<file path="config.mk">
export PLATFORM = sky130hd
export DESIGN_NAME = uart_monitor_seq
export DESIGN_NICKNAME = d
export VERILOG_FILES = /design/src/rtl/uart_monitor_seq.sv
export SDC_FILE = /design/constraint.sdc
export NUM_CORES = 1
export LEC_CHECK = 0
export CAP_MARGIN = 20
export CORE_ASPECT_RATIO = 1.2
export CORE_UTILIZATION = 35
export DETAILED_ROUTE_END_ITERATION = 7
export REMOVE_ABC_BUFFERS = 1
export SLEW_MARGIN = 20
export SYNTH_ARGS = -nofsm -noshare
export SYNTH_HDL_FRONTEND = slang
export SYNTH_SLANG_ARGS = --single-unit
export TNS_END_PERCENT = 10
</file>
<file path="constraint.sdc">
create_clock -name clk -period 1.6 [get_ports clk]
set_input_delay 0.16 -clock clk [delete_from_list [all_inputs] [get_ports clk]]
set_output_delay 0.16 -clock clk [all_outputs]
set_load 0.01 [all_outputs]
</file>
<file path="src/rtl/uart_monitor_seq.sv">
// Frames NCH signed channel values as text for a UART: per channel one itoa conversion, 6 chars, SEP between, CR LF at end.
// Byte output holds steady under i_tx_ready=0; a silent converter is replaced by " ERR  " after TMO cycles.
module uart_monitor_seq #(
  parameter int          NCH = 4,
  parameter logic [7:0]  SEP = 8'h20,
  parameter int          TMO = 31
) (
  input  logic                   clk,
  input  logic                   rstn,
  input  logic                   i_trig,
  input  logic [NCH-1:0][15:0]   i_val,
  output logic                   o_busy,
  output logic                   o_done,
  output logic                   o_itoa_en,
  output logic signed [15:0]     o_itoa_val,
  input  logic                   i_itoa_en,
  input  logic [5:0][7:0]        i_itoa_str,
  output logic                   o_tx_valid,
  output logic [7:0]             o_tx_data,
  input  logic                   i_tx_ready
);

  localparam int CW = (NCH > 1) ? $clog2(NCH) : 1;

  localparam logic [2:0] S_IDLE  = 3'd0;
  localparam logic [2:0] S_START = 3'd1;
  localparam logic [2:0] S_WAIT  = 3'd2;
  localparam logic [2:0] S_SEND  = 3'd3;
  localparam logic [2:0] S_SEPB  = 3'd4;
  localparam logic [2:0] S_CR    = 3'd5;
  localparam logic [2:0] S_LF    = 3'd6;

  // element 0 is the leftmost character
  localparam logic [5:0][7:0] ERR_TXT = {8'h20, 8'h20, 8'h52, 8'h52, 8'h45, 8'h20};

  logic [2:0]           state;
  logic [NCH-1:0][15:0] snap;
  logic [CW-1:0]        ch;
  logic [7:0]           cnt;
  logic [2:0]           k;
  logic [5:0][7:0]      txt_buf;
  logic                 done_q;

  wire last_ch = (ch == CW'(NCH - 1));

  always_ff @(posedge clk or negedge rstn) begin
    if (!rstn) begin
      state   <= S_IDLE;
      snap    <= '0;
      ch      <= '0;
      cnt     <= '0;
      k       <= '0;
      txt_buf <= '0;
      done_q  <= 1'b0;
    end else begin
      done_q <= 1'b0;
      case (state)
        S_IDLE: begin
          if (i_trig) begin
            snap  <= i_val;
            ch    <= '0;
            state <= S_START;
          end
        end
        S_START: begin
          cnt   <= '0;
          state <= S_WAIT;
        end
        S_WAIT: begin
          if (i_itoa_en) begin
            txt_buf <= i_itoa_str;
            k       <= '0;
            state   <= S_SEND;
          end else if (cnt == 8'(TMO)) begin
            txt_buf <= ERR_TXT;
            k       <= '0;
            state   <= S_SEND;
          end else begin
            cnt <= cnt + 8'd1;
          end
        end
        S_SEND: begin
          if (i_tx_ready) begin
            if (k == 3'd5) state <= last_ch ? S_CR : S_SEPB;
            else           k     <= k + 3'd1;
          end
        end
        S_SEPB: begin
          if (i_tx_ready) begin
            ch    <= ch + CW'(1);
            state <= S_START;
          end
        end
        S_CR: begin
          if (i_tx_ready) state <= S_LF;
        end
        S_LF: begin
          if (i_tx_ready) begin
            state  <= S_IDLE;
            done_q <= 1'b1;
          end
        end
        default: state <= S_IDLE;
      endcase
    end
  end

  // outputs decode from state only, so data cannot move while a byte is stalled
  always_comb begin
    o_busy     = (state != S_IDLE);
    o_done     = done_q;
    o_itoa_en  = (state == S_START);
    o_itoa_val = '0;
    o_tx_valid = 1'b0;
    o_tx_data  = '0;
    case (state)
      S_START: o_itoa_val = snap[ch];
      S_SEND: begin
        o_tx_valid = 1'b1;
        o_tx_data  = txt_buf[k];
      end
      S_SEPB: begin
        o_tx_valid = 1'b1;
        o_tx_data  = SEP;
      end
      S_CR: begin
        o_tx_valid = 1'b1;
        o_tx_data  = 8'h0D;
      end
      S_LF: begin
        o_tx_valid = 1'b1;
        o_tx_data  = 8'h0A;
      end
      default: ;
    endcase
  end

endmodule

</file>
Yosys cells after proc, flatten, opt, wreduce, memory -nomap -nowiden:

Index checks and enable logic that the tools add are counted.

* add/subtract/negate cells: 3
* multipliers: 0
* div/mod/pow operators: 0
* $lt $le $gt $ge: 2
* equal/unequal tests: 19
* shift-type cells: 0
* multiplexer cells: 32
* bitwise operators: 0
* reduce and logical (&&, ||, !) cells: 13

Operators by type and width (number)
* two-way mux 48 bit: 2
* two-way mux 3 bit: 12
* binary-select mux 16 bit (select 2 bit): 1
* two-way mux 16 bit: 2
* one-hot mux 8 bit (4 select lines): 1
* binary-select mux 8 bit (select 3 bit): 1
* two-way mux 8 bit: 3
* one-hot mux 3 bit (7 select lines): 1
* != test 2 bit, second input constant: 9
* one-hot mux 8 bit (2 select lines): 1
* == test 3 bit, second input constant: 4
* adder 8 x 1 -> 8 bit, second input constant: 1
* == test 8 x 5 -> 1 bit, second input constant: 1
* nonzero test 2 bit: 4
* AND reduction 7 bit: 1
* == test 3 x 2 -> 1 bit, second input constant: 2
* one-hot mux 3 bit (2 select lines): 1
* AND reduction 3 bit: 2
* less-than comparator 3 x 4 -> 1 bit, second input constant: 1
* two-way mux 1 bit: 4
* two-way mux 2 bit: 2
* one-hot mux 2 bit (2 select lines): 1
* AND reduction 2 bit: 2
* AND reduction 4 bit: 1
* other kinds (9): 9

* bits in registers: 129
* bits in latches: 0
* memory bits (writable): 0
* ROM bits: 0
* input port bits: 117
* output and inout bits: 28
* word-level logic and storage cells: 84
* memories: 0

Logic depth before layout (Yosys ltp):

* depth in word-level cells: 5
* gate-level depth with buffers: 8
* mapped depth without buffers: 7

Worst setup path after synthesis:

OpenSTA, ideal clock, no wires.

* path kind: register -> register
* start point: register cnt[0]
* end point: register txt_buf[10] (netlist name)
* library setup time: 0.121 ns
* arrival: 1.601 ns
* required time: 1.479 ns
* slack: -0.123 ns
* stages on the path, launching flop included: 7
* path buffers: 1
* cells stage by stage: dfrtp_1 ha_1 and2_4 a31oi_1 nor3_2 buf_6 o22a_1

* longest elaborated chain between the ends: 3

Ends and longest elaborated chain
* start: declaration: line 39 `logic [7:0] cnt;`
* start signal: assignment: line 79 `cnt <= cnt + 8'd1;`
* == test 8 x 5 -> 1 bit: line 74 `end else if (cnt == 8'(TMO)) begin`
* nonzero test 2 bit (no line)
* AND reduction 2 bit (no line)
* end signal: assignment: line 71 `txt_buf <= i_itoa_str;`
* end: declaration: line 41 `logic [5:0][7:0] txt_buf;`

Every way passes these cells.
A chain may end at the register's enable or synchronous reset.

Worst setup path after layout:

* start point: register k[0]
* end point: output o_tx_data[1]

* longest elaborated chain between the ends: 3

Ends and longest elaborated chain
* start: declaration: line 40 `logic [2:0] k;`
* start signal: assignment: line 85 `else k <= k + 3'd1;`
* binary-select mux 8 bit (select 3 bit): line 120 `o_tx_data = txt_buf[k];`
* two-way mux 8 bit (not written as such): line 120
* one-hot mux 8 bit (4 select lines): line 116 `case (state)`
* end: declaration: line 19 `output logic [7:0] o_tx_data,`

Every way passes these cells. The select of a mux whose other input is x is not followed.

==> summary.txt <==
Initial DRC Count - 162
Internal power - 11.5 mW
Fmax - 483 MHz
Final Cycle Share - 129%
Die Footprint - 0.0178 mm2
RePlAce Congestion - 0.815
Pwr dens - 1770 mW/mm2
Cells after Synth - 440
Global-route wire length before repair - 26,600 um
DRC Markers - 0
Crit-path max cell delay - 0.50 ns
Crit path DAT - 1.91 ns
Maximum vdd drop - 848 uV
Switching power - 4.97 mW
Startpoint Class - register
CP Max Fanout - 3
Final worst setup slack - -0.471 ns
Violated checks - negative setup slack
Vias - 4,643
Leading cell types by total area after synthesis - dfrtp_1, mux2_2, mux4_2
Critical path class - register to output pin
Fillers - 1,395
RSZ-0062 raised after global routing - yes
Initial Utilization - 35.8%
Vias in the first global route - 5,095
Run status - finished, violations left
Synth async-reset ratio - 100%
Share of the synthesized area in the top cell type - 53.6%
Inserted Clock Buffers - 17
Slew margin rel. - 80.7%
Pre-Repair DR Iteration Count - 4
Clock network power share - 24.2%
Routed Antenna Nets - 0
Routed wire length - 16,600 um
Port bufs - 144
Clock transition at path regs - 0.06 ns
Syn avg cell area - 13.7 um2
Syn Std Cell Area - 0.00603 mm2
Worst-Margin Slew - 0.290 ns
Die Span Y - 146 um
Switching share of total power - 30.1%
Aggregate global routing overflow - 0
Antenna violations before repair - 0
HPWL Detailed - 11,800 um
Top delay family on crit path - multiplexers
Tightest Hold Check Type - primary input to asynchronous set/reset pin
CP Buf/Inv Count - 2
Post-synth top area cell - dfrtp_1
Number of placement rows - 52
Tmin final - 2.07 ns
Skew-Pair Late Insertion Delay - 0.43 ns
Combinational Power Share - 41.5%
Sequential area share after synthesis - 53.6%
Setup TNS Final - -19.28 ns
CP max-delay cell - mux4_2
CORE AREA - 0.0169 mm2
Ratio of cells with drive above 1 in the final layout - 43.1%
Hold_ws - 0.167 ns
Clock tree buffer depth - 2
CTS tree - yes
#FFs+latches synth - 129
Post-synth top flop - dfrtp_1
Vias/cell - 5.12
Root Buffer - clkbuf_16
Final nets - 799
Final setup fails - 131
WP data required - 1.44 ns
Skew final - 0.0201 ns
Crit-path cells - buf_6, mux4_2, and4_1, a21oi_2, o22ai_1, buf_2
Post-DR wirelength/cell - 18.3 um
Synth Warn # - 0
Max Cap Violations - 0
Final Slew Violations - 0
Largest net degree at the start of global routing - 49
Htree depth - 4
Cell with the most instances after synthesis - dfrtp_1
Diode count - 0
Synth cell count leaders - dfrtp_1, mux2_2, a22o_1
Clock sink count - 129
Yosys cell types - 41
Flop pwr share - 34.3%
Top-Level Pins - 145
CP Capture Type - output pin
Final Hold Fails - 0
Die Wd - 122 um
GRT Overall Usage - 19.6%
Area growth syn-to-layout - 54.8%
EDFF count, synth - 0
LEAKAGE - 4.04 nW
[power by group through the flow]
stage,Clock (mW),Sequential (mW),Combinational [mW]
6_report,3.99,5.65,6.84
3_5_place_dp,0,5.67,6.26
2_1_floorplan,0,5.56,3.35
4_1_cts,4.10,5.62,6.63
3_3_place_gp,0,5.59,6.09
5_1_grt,4.22,5.82,7.39
[registers in the layout, summed over array words and instances (netlist names)]
signal / count
state: 3
txt_buf: 48
o_done: 1
cnt: 8
snap: 64
ch: 2
k: 3
[logic make-up after synthesis]
logic type               Yosys count  synth area share, %
multiplexers                      99                 22.8
AND/OR/NAND/NOR                   78                 7.10
buffers and inverters             38                 3.76
flip-flops                       129                 53.6
XOR/XNOR                           6                0.872
AO/OA/AOI/OAI                     86                 11.1
adder cells (fa/ha/maj)            4                0.830
[cell usage in the layout, fill, tap and decap left out, types with 7 or more instances in the layout]
cell             instances
mux2_2                  45
buf_12                  14
buf_6                   20
and2_4                  14
mux2i_1                  9
mux2_4                  21
clkbuf_16               17
nor2_1                  17
o22ai_1                  7
a22o_1                  37
buf_4                   83
dfrtp_1                124
mux4_2                  24
o22a_1                  12
nand2_1                  9
clkdlybuf4s50_1        116
buf_2                   14
[cell type report]
type / count / area (um2) / area share (%)
clock buffers: 18 / 429 / 4.60
inverters: 8 / 30.0 / 0.322
flip-flops and latches: 129 / 3230 / 34.7
repair buffers: 249 / 2400 / 25.7
multi-input cells: 273 / 2790 / 29.9
clock inverters: 14 / 179 / 1.92
well taps: 216 / 270 / 2.90
[worst paths after layout]
check | startpoint | end | slack [ns] | cells after the start
worst max-delay path | k[0] | o_tx_data[1] | -0.47 | 6
worst min-delay path | rstn | snap[37] | 0.17 | 2
worst max register to register | state[0] | cnt[3] | -0.19 | 6
worst min register to register | snap[15] | snap[15] | 0.50 | 1
max in group asynchronous | rstn | snap[15] | 0.85 | 3
min in group clk | i_itoa_str[22] | txt_buf[22] | 0.34 | 2
[through the flow]
| step | utilization [%] | setup WS, ns | instance area (um2) | power (mW) | std cells |
|---|---|---|---|---|---|
| 2_1_floorplan | - | -1.39 | 5830 | 8.91 | 410 |
| 3_3_place_gp | 49.7 | -0.450 | 8380 | 11.7 | 860 |
| 3_5_place_dp | 49.7 | -0.503 | 8380 | 11.9 | 860 |
| 4_1_cts | 54.5 | -0.505 | 9180 | 16.4 | 903 |
| 5_1_grt | 55.4 | -0.585 | 9330 | 17.4 | 907 |
| 6_report | 55.4 | -0.471 | 9330 | 16.5 | 907 |
[layer usage]
metal	vias to the layer above	GRT usage [%]	share of wire [%]	wire, um
met5	-	0	0	0
met4	0	6.17	1.1	189
met3	13	5.64	6.3	1050
met2	135	32.5	50	8380
met1	2362	24.4	42	6990
li1	2133	-	-	-
[timing repair]
action / in CTS / in global routing
hold buffers: 1 / 0
gates cloned: 1 / 0
endpoints found under the hold margin: 126 / 0
setup endpoints to repair: 136 / 152
pin swaps: 34 / 7
gates resized for setup: 154 / 42
buffers inserted: 9 / 6
[worst reg2reg max path: stages, from the launching register on]
cell     delay (ns)
dfrtp_1        0.40
buf_6          0.15
buf_4          0.14
nor3b_4        0.27
nand4_1        0.23
or3_1          0.37
a21oi_1        0.16
Power figures use the tool's default switching activity.
